**src/rtl/id_ex_stage.sv**
```systemverilog
// id_ex_stage
//   ID/EX pipeline register for the MIPS pipeline. Latches the decoded
//   control bundle and operand data each enabled cycle. It detects load-use
//   hazards against the instruction in EX. On a hazard it stalls PC and
//   IF/ID and injects a bubble. On flush it squashes the ID instruction.
//   It counts hazard bubbles with a saturating counter.
//
// Ports
//   i_clk, i_rst          clock (rising edge), async active-high reset
//   i_enable              0 = hold every register (debug unit)
//   i_flush               squash the instruction currently in ID
//   i_<control>           decoded control of the ID instruction
//   i_branch              ID instruction is BEQ/BNE (reads rt)
//   i_pc_plus4 .. i_rd    operand data and register indices
//   o_<control/data>      registered copies, zero while a bubble is in EX
//   o_valid               1 = real instruction in EX (LOAD), 0 = bubble
//   o_stall               hold PC and IF/ID this cycle (combinational)
//   o_bubble_cnt          saturating count of hazard bubbles
//
// Handshake: there is no valid/ready pair. o_stall is a same-cycle request
// to the upstream stages, sampled by them on the same edge that loads the
// bubble here. i_enable low freezes this stage and the counter entirely.
module id_ex_stage #(
    parameter int NBITS = 32,
    parameter int RBITS = 5,
    parameter int CBITS = 16
) (
    input  logic             i_clk,
    input  logic             i_rst,
    input  logic             i_enable,
    input  logic             i_flush,
    input  logic             i_Reg_write,
    input  logic             i_ALU_source,
    input  logic             i_Mem_write,
    input  logic             i_Mem_to_Reg,
    input  logic             i_Mem_read,
    input  logic             i_Link_flag,
    input  logic [2:0]       i_ALU_op,
    input  logic [1:0]       i_Reg_dst,
    input  logic [4:0]       i_Size_control,
    input  logic             i_branch,
    input  logic [NBITS-1:0] i_pc_plus4,
    input  logic [NBITS-1:0] i_rs_data,
    input  logic [NBITS-1:0] i_rt_data,
    input  logic [NBITS-1:0] i_imm_ext,
    input  logic [RBITS-1:0] i_rs,
    input  logic [RBITS-1:0] i_rt,
    input  logic [RBITS-1:0] i_rd,
    output logic             o_Reg_write,
    output logic             o_ALU_source,
    output logic             o_Mem_write,
    output logic             o_Mem_to_Reg,
    output logic             o_Mem_read,
    output logic             o_Link_flag,
    output logic [2:0]       o_ALU_op,
    output logic [1:0]       o_Reg_dst,
    output logic [4:0]       o_Size_control,
    output logic [NBITS-1:0] o_pc_plus4,
    output logic [NBITS-1:0] o_rs_data,
    output logic [NBITS-1:0] o_rt_data,
    output logic [NBITS-1:0] o_imm_ext,
    output logic [RBITS-1:0] o_rs,
    output logic [RBITS-1:0] o_rt,
    output logic [RBITS-1:0] o_rd,
    output logic             o_valid,
    output logic             o_stall,
    output logic [CBITS-1:0] o_bubble_cnt
);

    // Two-state machine; the state register doubles as o_valid.
    localparam logic [0:0] ST_BUBBLE = 1'b0;
    localparam logic [0:0] ST_LOAD   = 1'b1;

    localparam logic [CBITS-1:0] CNT_MAX = {CBITS{1'b1}};

    logic [0:0]       state_q, state_d;
    logic             reg_write_q, reg_write_d;
    logic             alu_source_q, alu_source_d;
    logic             mem_write_q, mem_write_d;
    logic             mem_to_reg_q, mem_to_reg_d;
    logic             mem_read_q, mem_read_d;
    logic             link_flag_q, link_flag_d;
    logic [2:0]       alu_op_q, alu_op_d;
    logic [1:0]       reg_dst_q, reg_dst_d;
    logic [4:0]       size_control_q, size_control_d;
    logic [NBITS-1:0] pc_plus4_q, pc_plus4_d;
    logic [NBITS-1:0] rs_data_q, rs_data_d;
    logic [NBITS-1:0] rt_data_q, rt_data_d;
    logic [NBITS-1:0] imm_ext_q, imm_ext_d;
    logic [RBITS-1:0] rs_q, rs_d;
    logic [RBITS-1:0] rt_q, rt_d;
    logic [RBITS-1:0] rd_q, rd_d;
    logic [CBITS-1:0] bubble_cnt_q, bubble_cnt_d;

    logic uses_rt;
    logic hazard;
    logic valid_q;

    assign valid_q = (state_q == ST_LOAD);

    // rt is a source for R-type (rd destination), stores and branches; for
    // I-type ALU ops and loads rt is the destination and cannot conflict.
    assign uses_rt = (i_Reg_dst == 2'b10) | i_Mem_write | i_branch;

    // r0 is hardwired to zero, so a load targeting it never creates a hazard.
    assign hazard = mem_read_q & valid_q & (rt_q != '0) &
                    ((rt_q == i_rs) | ((rt_q == i_rt) & uses_rt));

    // A squashed ID instruction must not freeze the front end.
    assign o_stall = hazard & ~i_flush;

    always_comb begin
        state_d        = state_q;
        reg_write_d    = reg_write_q;
        alu_source_d   = alu_source_q;
        mem_write_d    = mem_write_q;
        mem_to_reg_d   = mem_to_reg_q;
        mem_read_d     = mem_read_q;
        link_flag_d    = link_flag_q;
        alu_op_d       = alu_op_q;
        reg_dst_d      = reg_dst_q;
        size_control_d = size_control_q;
        pc_plus4_d     = pc_plus4_q;
        rs_data_d      = rs_data_q;
        rt_data_d      = rt_data_q;
        imm_ext_d      = imm_ext_q;
        rs_d           = rs_q;
        rt_d           = rt_q;
        rd_d           = rd_q;
        bubble_cnt_d   = bubble_cnt_q;

        if (i_enable) begin
            if (i_flush || hazard) begin
                state_d        = ST_BUBBLE;
                reg_write_d    = 1'b0;
                alu_source_d   = 1'b0;
                mem_write_d    = 1'b0;
                mem_to_reg_d   = 1'b0;
                mem_read_d     = 1'b0;
                link_flag_d    = 1'b0;
                alu_op_d       = '0;
                reg_dst_d      = '0;
                size_control_d = '0;
                pc_plus4_d     = '0;
                rs_data_d      = '0;
                rt_data_d      = '0;
                imm_ext_d      = '0;
                rs_d           = '0;
                rt_d           = '0;
                rd_d           = '0;
                // Only real hazard bubbles are counted; flush takes priority.
                if (!i_flush && hazard && (bubble_cnt_q != CNT_MAX)) begin
                    bubble_cnt_d = bubble_cnt_q + 1'b1;
                end
            end else begin
                state_d        = ST_LOAD;
                reg_write_d    = i_Reg_write;
                alu_source_d   = i_ALU_source;
                mem_write_d    = i_Mem_write;
                mem_to_reg_d   = i_Mem_to_Reg;
                mem_read_d     = i_Mem_read;
                link_flag_d    = i_Link_flag;
                alu_op_d       = i_ALU_op;
                reg_dst_d      = i_Reg_dst;
                size_control_d = i_Size_control;
                pc_plus4_d     = i_pc_plus4;
                rs_data_d      = i_rs_data;
                rt_data_d      = i_rt_data;
                imm_ext_d      = i_imm_ext;
                rs_d           = i_rs;
                rt_d           = i_rt;
                rd_d           = i_rd;
            end
        end
    end

    always_ff @(posedge i_clk or posedge i_rst) begin
        if (i_rst) begin
            state_q        <= ST_BUBBLE;
            reg_write_q    <= 1'b0;
            alu_source_q   <= 1'b0;
            mem_write_q    <= 1'b0;
            mem_to_reg_q   <= 1'b0;
            mem_read_q     <= 1'b0;
            link_flag_q    <= 1'b0;
            alu_op_q       <= '0;
            reg_dst_q      <= '0;
            size_control_q <= '0;
            pc_plus4_q     <= '0;
            rs_data_q      <= '0;
            rt_data_q      <= '0;
            imm_ext_q      <= '0;
            rs_q           <= '0;
            rt_q           <= '0;
            rd_q           <= '0;
            bubble_cnt_q   <= '0;
        end else begin
            state_q        <= state_d;
            reg_write_q    <= reg_write_d;
            alu_source_q   <= alu_source_d;
            mem_write_q    <= mem_write_d;
            mem_to_reg_q   <= mem_to_reg_d;
            mem_read_q     <= mem_read_d;
            link_flag_q    <= link_flag_d;
            alu_op_q       <= alu_op_d;
            reg_dst_q      <= reg_dst_d;
            size_control_q <= size_control_d;
            pc_plus4_q     <= pc_plus4_d;
            rs_data_q      <= rs_data_d;
            rt_data_q      <= rt_data_d;
            imm_ext_q      <= imm_ext_d;
            rs_q           <= rs_d;
            rt_q           <= rt_d;
            rd_q           <= rd_d;
            bubble_cnt_q   <= bubble_cnt_d;
        end
    end

    assign o_Reg_write    = reg_write_q;
    assign o_ALU_source   = alu_source_q;
    assign o_Mem_write    = mem_write_q;
    assign o_Mem_to_Reg   = mem_to_reg_q;
    assign o_Mem_read     = mem_read_q;
    assign o_Link_flag    = link_flag_q;
    assign o_ALU_op       = alu_op_q;
    assign o_Reg_dst      = reg_dst_q;
    assign o_Size_control = size_control_q;
    assign o_pc_plus4     = pc_plus4_q;
    assign o_rs_data      = rs_data_q;
    assign o_rt_data      = rt_data_q;
    assign o_imm_ext      = imm_ext_q;
    assign o_rs           = rs_q;
    assign o_rt           = rt_q;
    assign o_rd           = rd_q;
    assign o_valid        = valid_q;
    assign o_bubble_cnt   = bubble_cnt_q;

endmodule

```
**config.mk**
```make
export PLATFORM = sky130hd
export DESIGN_NAME = id_ex_stage
export DESIGN_NICKNAME = d
export VERILOG_FILES = /design/src/rtl/id_ex_stage.sv
export SDC_FILE = /design/constraint.sdc
export NUM_CORES = 1
export LEC_CHECK = 0
export ABC_AREA = 1
export CORE_MARGIN = 10
export CORE_UTILIZATION = 25
export DETAILED_ROUTE_END_ITERATION = 6
export PLACE_DENSITY = 0.5
export SETUP_SLACK_MARGIN = 0.1
export SYNTH_ARGS = -nofsm -noshare
export SYNTH_HDL_FRONTEND = slang
export SYNTH_SLANG_ARGS = --single-unit
```
**constraint.sdc**
```tcl
create_clock -name i_clk -period 9.4 [get_ports i_clk]
set_input_delay 2.82 -clock i_clk [delete_from_list [all_inputs] [get_ports i_clk]]
set_output_delay 2.82 -clock i_clk [all_outputs]
set_load 0.005 [all_outputs]
```
**Word level (Yosys, flattened, before mapping)**

Index checks and enable logic that the tools add are counted.

- Bitwise logic cells: 9
- Add/subtract/negate cells: 1
- Equal/unequal tests: 4
- Reductions and logical operators: 6
- Mux-type cells: 17

Operators with widths:

| kind | number |
|---|---|
| $mux W32 | 4 |
| $mux W5 | 4 |
| $add A16 B1 Y16 const B | 1 |
| $ne A16 B16 Y1 const B | 1 |
| $eq A5 B5 Y1 | 2 |
| $mux W1 | 7 |
| $and A1 B1 Y1 | 5 |
| $reduce_bool A5 Y1 | 1 |
| $mux W3 | 1 |
| $or A1 B1 Y1 | 3 |
| $reduce_and A3 Y1 | 1 |
| $eq A2 B2 Y1 const B | 1 |
| $logic_and A1 B1 Y1 | 2 |
| $mux W2 | 1 |
| $logic_not A1 Y1 | 1 |
| $logic_or A1 B1 Y1 | 1 |
| $not A1 Y1 | 1 |

- Input bits: 164
- Output and inout bits: 177
- Word-level logic and storage cells: 55
- Register bits: 176

**Depth between registers and ports, before layout**

Gate-level depths: netlist of run 1.

- Depth in word-level cells: 9
- Depth in mapped cells: 12
- Depth with buffers taken out: 10

**Worst setup path before layout of run 1**

Ideal clock, no wire load.

- Path kind: input -> output
- From: input port i_Mem_write
- To: output port o_stall
- Setup slack: 2.898 ns
- Stages on the path: 9
- Data required time: 6.580 ns
- Data arrival time: 3.682 ns
- Buffers on the path: 1
- Cells stage by stage: nor2_1 -> nand2_1 -> nand2_1 -> inv_1 -> nand3_1 -> nand2_2 -> nand2_2 -> clkbuf_1 -> nor2_1

- Word-level cells in the longest chain between the ends: 6

RTL lines:

| what | line | RTL |
|---|---|---|
| start: declaration | 34 | `input logic i_Mem_write,` |
| $or A1 B1 Y1 (2 in a row) | 103 | `assign uses_rt = (i_Reg_dst == 2'b10) \| i_Mem_write \| i_branch;` |
| $and A1 B1 Y1 | 107 | `((rt_q == i_rs) \| ((rt_q == i_rt) & uses_rt));` |
| $or A1 B1 Y1 | 107 |  |
| $and A1 B1 Y1 | 106 | `assign hazard = mem_read_q & valid_q & (rt_q != '0) &` |
| $and A1 B1 Y1 | 110 | `assign o_stall = hazard & ~i_flush;` |
| end: declaration | 66 | `output logic o_stall,` |

No other way between the ends.

**Worst setup path in the final report of run 1**

- From: input port i_rt[4]
- To: output port o_stall

- Word-level cells in the longest chain between the ends: 5

RTL lines:

| what | line | RTL |
|---|---|---|
| start: declaration | 47 | `input logic [RBITS-1:0] i_rt,` |
| $eq A5 B5 Y1 | 107 |  |
| $and A1 B1 Y1 | 107 |  |
| $or A1 B1 Y1 | 107 |  |
| $and A1 B1 Y1 | 106 |  |
| $and A1 B1 Y1 | 110 |  |

No other way between the ends.

==> out/metrics.cfg, run 1 <==
[worst_hold_path]
hold_class = reg2reg
min_from = o_rt_data[17]

[cells_and_area]
fillerInstances = 3050
layout-drive-gt1-share_pct = 3.99
nNetsFinal = 1379
antenna_cells = 0
seqCellArea_sq_mm = 0.00440
syn_to_final_growth_pct = 56.1
multi_input_area_sq_mm = 0.00276
final_area_sq_mm = 0.0118

[setup_path]
worst-setup-path-type = in2out
required_ps = 6580
critPathLaunchType = input port
cp_max_fo = 41
cp-startpoint = i_rt[4]
regToRegStartpoint = o_rt[0]
end_kind = primary output
cp_data_arrival_time_ps = 5180

[floorplanning]
dieWidth_um = 194
rows = 63
coreArea_sq_mm = 0.0298
initial_core_util_pct = 25.4
die_h_um = 194
ios = 341
die_area_sq_mm = 0.0377

[placement]
io_buffers = 340
hpwl_mm = 20.5
globalplace.congestion = 0.787
placed_cell_area_sq_mm = 0.0112

[synth]
postSynthAreaPerCell_sq_um = 8.38
ys_seq_area_share_pct = 58.2
ys_top_cells_by_area = dfrtp_1 (58%), nand2_1 (21%), nand3_1 (11%), nand4_1 (1.8%), buf_6 (1.5%)
synth_common_cells = nand2_1 (415), dfrtp_1 (176), nand3_1 (170), clkbuf_1 (26), inv_1 (24)
synth_warnings = 0
syn_nets = 1069
ys_ff_latch = 176
syn_area_sq_mm = 0.00757
synth.largest_area_cell = dfrtp_1
synth_edf_count = 0
synth_cell_types = 21
synth_top_area_share_pct = 58.2
synthCells = 904
synthArstFlopShare_pct = 100
synth-main-ff-cell = dfrtp_1
yosysMostFrequentCell = nand2_1

[timing]
finalCritPeriodShare_pct = 85.1
skew_ps = 14.3
hold_ws_ps = 477
finalSetupViolations = 0
final_max_slew_viol_count = 0
max_freq_mhz = 125
relSlewSlack_pct = 30.5
min_period_ps = 8000
finalHoldViolCount = 0
grt_setup_unrepaired = false
finalSetupTns_ps = 0
tightest_slew_ps = 1040

[global_route]
overflow = 0
grt_max_degree = 97
grt_pass1_wl_mm = 45.2
track_usage_pct = 15.0
antenna_found_initial = 1
grt_pass1_vias = 7227

[pwr]
pwr_density_cell_mw_per_mm2 = 158
p_sw_share_pct = 25.9
combPwrFrac_pct = 16.6
p_int_mw = 1.39
power.share.clock_pct = 38.4
leakagePower_nw = 5.72
p_seq_share_pct = 45.0
peakVddDrop_v = 0.000101
p_sw_uw = 486

[clock_network]
cts.reportedPaths.clkPinSlew_ps = 70
clock_latency_ps = 430
cts.sinks = 176
htree_levels = 4
cts_hold_buf = 0
clockBufferDepth = 2
postCtsSetupRepairBufs = 0
cts_buffers = 17
cts_tree = yes
cts_root_buf = clkbuf_16
cts.repair.resized = 0

[routing]
firstDrtPassIters = 4
wl_mm = 29.0
vias_per_cell = 4.36
drc = 0
detail_route.wl_per_cell_um = 18.0
drtIter0Drc = 422
vias = 7051
drtAntennaViolNets = 0

[flow_run]
cap_viol_max_count = 0

[outcome]
outcome = complete, no violations

worst paths after layout:
check	end	slack (ps)	depth (start not counted)
max	o_stall	1400	10
min	o_rt_data[17]	480	2
max reg2reg	o_rs[1]	6750	10
min reg2reg	o_rt_data[17]	480	2
max in group asynchronous	o_ALU_op[2]	5460	3
min in group asynchronous	o_rt_data[13]	2880	2
per-stage QoR:
step | utilization [%] | worst slack, ps | std cells | power [mW]
floorplan | - | 1810 | 904 | 0.949
global placement | 37.7 | 1370 | 1585 | 1.17
detailed placement | 37.7 | 1360 | 1585 | 1.17
CTS | 39.7 | 1360 | 1617 | 1.91
global route | 39.7 | 1180 | 1617 | 1.98
finish | 39.7 | 1400 | 1617 | 1.87
power groups by stage:
stage / Sequential [mW] / Combinational [mW] / Clock [mW]
after global routing: 0.850 / 0.341 / 0.787
after global placement: 0.855 / 0.319 / 0
final: 0.842 / 0.311 / 0.720
after CTS: 0.843 / 0.319 / 0.748
after detailed placement: 0.855 / 0.319 / 0
after floorplan: 0.859 / 0.0903 / 0
registers in the layout (all words and copies together), names as in the netlist:
register	flops
o_Size_control	5
o_Mem_write	1
o_Reg_write	1
o_Mem_to_Reg	1
o_Reg_dst	2
o_imm_ext	32
o_Mem_read	1
o_ALU_source	1
o_valid	1
o_pc_plus4	32
o_ALU_op	3
o_rs_data	32
o_Link_flag	1
o_bubble_cnt	16
o_rt_data	32
o_rt	5
o_rd	5
o_rs	5
final cells by class:
cell class | count | share of cell area, %
clock buffers | 22 | 4.10
clock inverters | 10 | 0.847
inverters | 30 | 1.02
multi-input cells | 643 | 23.4
flip-flops and latches | 176 | 37.3
well taps | 390 | 4.13
repair buffers | 346 | 29.3
logic make-up after synthesis:
family / Yosys count / share of synthesized area [%]
simple gates: 633 / 35.2
flops: 176 / 58.2
buf+inv: 85 / 5.53
xor+xnor: 8 / 0.925
compound gates: 1 / 0.0660
fa+ha+maj: 1 / 0.165
cells in the final DEF, fill, tap and decap left out, types with 3 or more instances in the layout:
cell / synthesis / final
xnor2_1: 5 / 5
clkbuf_8: 0 / 4
inv_2: 6 / 5
clkbuf_16: 0 / 17
clkdlybuf4s50_1: 0 / 340
clkinvlp_4: 0 / 4
xor2_1: 3 / 3
inv_6: 0 / 4
nand4_1: 22 / 22
dfrtp_1: 176 / 176
buf_4: 1 / 5
nand3_1: 170 / 170
nor2_1: 20 / 19
inv_1: 24 / 23
nand2_1: 415 / 415
worst max-delay path, stage by stage:
cell and delay, ps:
clkdlybuf4s50_1 520, inv_1 60, nand2_1 60, nand2_1 60, nor2_1 100, nand3_1 100, nand2_2 330, nand2_4 400
nor2_1 180, clkdlybuf4s50_1 530
per-layer routing:
metal  global-route usage [%]  wire [um]  up-vias
met1                     18.9      12700     3300
met3                     5.38       2270       25
met4                     4.40        460        2
li1                         -          -     3502
met5                        0         20        -
met2                     23.5      13600      222
Note: power is estimated with default switching activity, not from simulation.
==> inputs of run 2 (changes only) <==
--- a/config.mk
+++ b/config.mk
@@ -8,6 +8,8 @@
 export ABC_AREA = 1
 export CORE_MARGIN = 10
 export CORE_UTILIZATION = 25
+export CTS_BUF_LIST = sky130_fd_sc_hd__clkbuf_16
+export CTS_CLUSTER_SIZE = 25
 export DETAILED_ROUTE_END_ITERATION = 6
 export PLACE_DENSITY = 0.5
 export SETUP_SLACK_MARGIN = 0.1
==> run 2 against run 1 <==
Via count up 0.55%. Clock skew about the same. Worst hold slack about the same. Clock-buffer cell count is 5 lower. Sequential power is essentially flat. First-iteration DRC count shrank 5.0%. Register-to-register slack barely moved. Clock power decreased by 4.9%. Power down 1.9%. Critical path depth stayed put. Die area unchanged.
==> out/metrics.cfg, run 2 (synthesized netlist as in run 1, its figures left out) <==
[cells_and_area]
final_area_sq_mm = 0.0118  ; -0.34%
layout_common_cells = nand2_1 (415), clkdlybuf4s50_1 (340), dfrtp_1 (176)
nNetsFinal = 1379  ; unchanged
syn_to_final_growth_pct = 55.5
fin_util_pct = 39.5  ; -0.13 points
layout_commonest_cell = nand2_1
antenna_cells = 0  ; unchanged
layout-drive-gt1-share_pct = 3.67  ; -0.33 points

[worst_hold_path]
hold_class = reg2reg
min_from = o_rt_data[17]
hold_path_depth = 2  ; unchanged
hold_end = o_rt_data[17]

[global_route]
grt_pass1_wl_mm = 45.1  ; about the same
antenna_found_initial = 1  ; unchanged
overflow = 0  ; unchanged
track_usage_pct = 15.0  ; about the same
grt_pass1_vias = 7206  ; -0.29%
grt_max_degree = 97  ; unchanged

[timing]
finalSetupViolations = 0  ; unchanged
min_period_ps = 7990  ; -7.37 ps
relSlewSlack_pct = 30.3  ; -0.22 points
tightest_slew_ps = 1050  ; +3.30 ps
finalHoldViolCount = 0  ; unchanged
finalCritPeriodShare_pct = 85.0  ; about the same
finalSetupTns_ps = 0  ; unchanged
skew_ps = 14.7  ; +0.382 ps
final_max_slew_viol_count = 0  ; unchanged
layout_setup_ws_ps = 1410  ; +7.37 ps
grt_setup_unrepaired = false
max_freq_mhz = 125  ; about the same

[floorplanning]
coreArea_sq_mm = 0.0298  ; unchanged
initial_core_util_pct = 25.4  ; unchanged
rows = 63  ; unchanged
die_h_um = 194  ; unchanged
dieWidth_um = 194  ; unchanged
ios = 341  ; unchanged
die_area_sq_mm = 0.0377  ; unchanged

[flow_run]
cap_viol_max_count = 0  ; unchanged

[clock_network]
postCtsSetupRepairBufs = 0  ; unchanged
cts.sinks = 176  ; unchanged
cts.repair.resized = 0  ; unchanged
htree_levels = 4  ; unchanged
cts_root_buf = clkbuf_16
clock_latency_ps = 430  ; about the same
cts_buffers = 17  ; unchanged
cts.reportedPaths.clkPinSlew_ps = 70  ; about the same
cts_hold_buf = 0  ; unchanged
clockBufferDepth = 2  ; unchanged
cts_tree = yes

[routing]
vias_per_cell = 4.38  ; +0.55%
drtIter0Drc = 401  ; -5.0%
drtAntennaViolNets = 0  ; unchanged
vias = 7090  ; +0.55%
firstDrtPassIters = 4  ; unchanged
detail_route.wl_per_cell_um = 17.9  ; -0.21%
wl_mm = 29.0  ; -0.21%
drc = 0  ; unchanged

[setup_path]
end_kind = primary output
r2r_slack_ps = 6750  ; about the same
rr_worst_depth = 10  ; unchanged
regToRegStartpoint = o_rt[0]
critPathLaunchType = input port
r2r_end = o_rs[1]
required_ps = 6580  ; about the same
cp_data_arrival_time_ps = 5170  ; about the same
cp_max_fo = 41  ; unchanged
worst-setup-path-type = in2out

[pwr]
total_power_mw = 1.84  ; -1.9%
combPwrFrac_pct = 16.9  ; +0.3 points
p_int_mw = 1.35  ; -2.4%
leakagePower_nw = 5.70  ; -0.32%
p_seq_share_pct = 45.8  ; +0.8 points
peakVddDrop_v = 0.000101  ; -0.37%
p_sw_share_pct = 26.4  ; +0.44 points
p_sw_uw = 485  ; -0.19%
pwr_density_cell_mw_per_mm2 = 156  ; -1.5%
power.share.clock_pct = 37.3  ; -1.1 points

[placement]
io_buffers = 340  ; unchanged
placed_cell_area_sq_mm = 0.0112  ; unchanged
pre_cts_ws_ps = 1360  ; unchanged
globalplace.congestion = 0.787  ; unchanged
hpwl_mm = 20.5  ; unchanged

[outcome]
outcome = complete, no violations

[run 2: cell count changes in the layout (fill, tap and decap cells not counted)]
cell and change:
clkbuf_1 -1, clkbuf_8 -4, clkinv_1 +4, inv_1 +1
[run 2: per-stage QoR]
| stage | instances | hold slack [ps] |
|---|---|---|
| detailed placement | 1585 | 464 |
| CTS | 1617 | 481 |
| floorplan | 904 | 473 |
| global route | 1617 | 499 |
| finish | 1617 | 477 |
| global placement | 1585 | 461 |
[run 2: critical path, cell delays in order]
cell and delay [ps]:
clkdlybuf4s50_1 530, inv_1 60, nand2_1 50, nand2_1 60
nor2_1 110, nand3_1 90, nand2_2 330, nand2_4 390
nor2_1 180, clkdlybuf4s50_1 530
[run 2: worst max path at each step]
stage / start / to / slack, ps / depth (start not counted)
4_1_cts: i_rt[4] / o_stall / 1360 / 10
3_3_place_gp: i_rt[4] / o_stall / 1370 / 10
5_1_grt: i_rt[4] / o_stall / 1180 / 10
6_report: i_rs[4] / o_stall / 1410 / 10
2_1_floorplan: i_rst / o_ALU_op[0] / 1810 / 1
3_5_place_dp: i_rt[4] / o_stall / 1360 / 10
[run 2: power groups by stage]
stage | clock (mW) | sequential [mW] | combinational (mW)
6_report | 0.685 | 0.842 | 0.311
5_1_grt | 0.752 | 0.850 | 0.341
3_5_place_dp | 0 | 0.855 | 0.319
2_1_floorplan | 0 | 0.859 | 0.0903
4_1_cts | 0.713 | 0.843 | 0.319
3_3_place_gp | 0 | 0.855 | 0.319
[run 2: per-layer routing]
metal	vias to the layer above	track usage (%)	share of wire (%)
met5	-	0	0.069
met4	2	4.40	1.6
met3	24	5.33	7.7
met2	225	23.5	47
met1	3337	18.9	44
li1	3502	-	-
[run 2: final cells by class]
cell class | instances | area, sq um
well taps | 390 | 488
fillers | 3051 | 18000
inverters | 30 | 120
clock buffers | 17 | 425
clock inverters | 15 | 119
flip-flops and latches | 176 | 4400
repair buffers | 346 | 3460
multi-input cells | 643 | 2760
==> inputs of run 3 (changes only) <==
--- a/config.mk
+++ b/config.mk
@@ -11,7 +11,7 @@
 export CTS_BUF_LIST = sky130_fd_sc_hd__clkbuf_16
 export CTS_CLUSTER_SIZE = 25
 export DETAILED_ROUTE_END_ITERATION = 6
-export PLACE_DENSITY = 0.5
+export PLACE_DENSITY = 0.52
 export SETUP_SLACK_MARGIN = 0.1
 export SYNTH_ARGS = -nofsm -noshare
 export SYNTH_HDL_FRONTEND = slang
==> constraint.sdc (replaced) <==
create_clock -name i_clk -period 7.2 [get_ports i_clk]
set_input_delay 2.16 -clock i_clk [delete_from_list [all_inputs] [get_ports i_clk]]
set_output_delay 2.16 -clock i_clk [all_outputs]
set_load 0.005 [all_outputs]
==> run 3 against run 2 <==
Register-to-register slack worse by 2700 ps. Worst setup slack worse by 450 ps. Global-route usage down 0.056 points. Combinational power up 31%. Critical path depth unchanged. Power up 31%. Largest cell class unchanged.
==> out/metrics.cfg, run 3 (synthesized netlist as in run 1, its figures left out) <==
[outcome]
outcome = complete, no violations

[setup_path]
slowest_delay_ps = 520  ; about the same
regToRegStartpoint = o_rt[4]
critPathLaunchType = input port
cp_data_arrival_time_ps = 4070  ; -1100 ps
cp_cell_sequence = clkdlybuf4s50_1 -> inv_1 -> nand2_1 -> nand2_1 -> nor2_1 -> nand3_1 -> nand2_2 -> nand2_4 -> nor2_1 -> clkdlybuf4s50_1
path_buf_inv = 3  ; unchanged
cp-startpoint = i_rs[4]
critical-path-slowest-cell = clkdlybuf4s50_1
cp_max_fo = 18  ; -56%
worst-setup-path-type = in2out
crit_family = buffers and inverters
end_kind = primary output
required_ps = 5040  ; -1540 ps

[timing]
tightest_slew_ps = 1060  ; +17.0 ps
skew_ps = 20.2  ; +5.52 ps
min_period_ps = 6230
max_freq_mhz = 160
finalHoldViolCount = 0  ; unchanged
finalSetupViolations = 0  ; unchanged
grt_setup_unrepaired = false
finalSetupTns_ps = 0  ; unchanged
relSlewSlack_pct = 29.1  ; -1.1 points
finalCritPeriodShare_pct = 86.6
final_max_slew_viol_count = 0  ; unchanged

[cells_and_area]
layout-drive-gt1-share_pct = 3.91  ; +0.24 points
multi_input_area_sq_mm = 0.00276  ; unchanged
layout_commonest_cell = nand2_1
final_area_sq_mm = 0.0118  ; +0.24%
layout_common_cells = nand2_1 (415), clkdlybuf4s50_1 (340), dfrtp_1 (176)
seqCellArea_sq_mm = 0.00440  ; unchanged
fillerInstances = 3023  ; -0.92%
syn_to_final_growth_pct = 55.9
nNetsFinal = 1379  ; unchanged

[routing]
drc = 0  ; unchanged
drtIter0Drc = 379  ; -5.5%
detail_route.wl_per_cell_um = 17.8  ; -0.44%
drtAntennaViolNets = 0  ; unchanged
firstDrtPassIters = 5  ; +1
vias_per_cell = 4.38  ; -0.20%
wl_mm = 28.9  ; -0.25%
vias = 7089  ; -0.014%

[pwr]
peakVddDrop_v = 0.000137  ; +36%
p_seq_share_pct = 45.7  ; about the same
pwr_density_cell_mw_per_mm2 = 204  ; +30%
p_sw_uw = 655  ; +35%
power.share.clock_pct = 37.3  ; about the same
p_int_mw = 1.75  ; +29%
leakagePower_nw = 5.72  ; +0.36%
p_sw_share_pct = 27.3  ; +0.88 points
combPwrFrac_pct = 16.9  ; about the same

[clock_network]
cts_root_buf = clkbuf_16
clock_latency_ps = 430  ; about the same
postCtsSetupRepairBufs = 0  ; unchanged
cts.reportedPaths.clkPinSlew_ps = 70  ; about the same
cts_tree = yes
cts.sinks = 176  ; unchanged
cts.repair.resized = 0  ; unchanged
htree_levels = 4  ; unchanged
cts_buffers = 17  ; unchanged
clockBufferDepth = 2  ; unchanged
cts_hold_buf = 0  ; unchanged

[floorplanning]
coreArea_sq_mm = 0.0298  ; unchanged
initial_core_util_pct = 25.4  ; unchanged
dieWidth_um = 194  ; unchanged
die_area_sq_mm = 0.0377  ; unchanged
die_h_um = 194  ; unchanged
rows = 63  ; unchanged
ios = 341  ; unchanged

[global_route]
grt_pass1_wl_mm = 45.1  ; unchanged
antenna_found_initial = 3  ; +2
grt_max_degree = 162  ; +67%
overflow = 0  ; unchanged
grt_pass1_vias = 7298  ; +1.3%
track_usage_pct = 14.9  ; -0.056 points

[placement]
globalplace.congestion = 0.783  ; -0.52%
hpwl_mm = 19.9  ; -2.8%
io_buffers = 340  ; unchanged
placed_cell_area_sq_mm = 0.0112  ; +0.11%

[worst_hold_path]
hold_class = reg2reg
min_from = o_rs_data[30]

[flow_run]
cap_viol_max_count = 0  ; unchanged

## run 3: cell count changes in the layout (fill, tap and decap cells not counted), moves of 2 or more
cell,delta
inv_6,+3
clkinv_1,-4
inv_8,+2
clkinvlp_4,-2
diode_2,+3
## run 3: power groups by stage
stage                     logic (mW)  registers, mW  clock network (mW)
after floorplan                0.118           1.12                   0
after global placement         0.416           1.12                   0
after detailed placement       0.416           1.12                   0
after CTS                      0.417           1.10               0.939
after global routing           0.447           1.11               0.974
final                          0.407           1.10               0.897
## run 3: final cells by class
cell class / count / share of cell area [%]
clock inverter: 15 / 1.08
sequential: 176 / 37.3
antenna: 3 / 0.0636
inverter: 30 / 1.02
multi-input combinational: 643 / 23.4
clock buffer: 17 / 3.60
timing repair buffer: 346 / 29.4
tap: 390 / 4.13
## run 3: per-layer routing
| layer | wire, um | part of all wire [%] | GRT usage [%] |
|---|---|---|---|
| met2 | 13900 | 48 | 24.4 |
| met1 | 12300 | 43 | 18.1 |
| met3 | 2340 | 8.1 | 5.84 |
| met5 | 0 | 0 | 0 |
| met4 | 333 | 1.2 | 3.27 |
## run 3: per-stage QoR
step	total power [mW]	worst slack [ps]	hold slack, ps	instances	util [%]
6_report	2.40	967	480	1620	39.6
2_1_floorplan	1.24	266	473	904	-
3_5_place_dp	1.53	936	464	1585	37.8
4_1_cts	2.46	914	483	1617	39.6
5_1_grt	2.53	728	494	1618	39.6
3_3_place_gp	1.53	945	461	1585	37.8
## run 3: worst reg2reg max path, delay by kind of cell, from the launching register on
family | cells | cell delay [ps]
buffers and inverters | 3 | 1600
AND/OR/NAND/NOR | 8 | 1040
flip-flops | 1 | 450
## run 3: worst paths after layout
path	end	slack, ps	cells past startpoint
max	o_stall	970	10
min	o_rs_data[30]	480	2
max reg2reg	o_rt_data[25]	4040	11
min reg2reg	o_rs_data[30]	480	2
max in group asynchronous	o_rd[4]	3920	3
min in group asynchronous	o_imm_ext[9]	2260	2
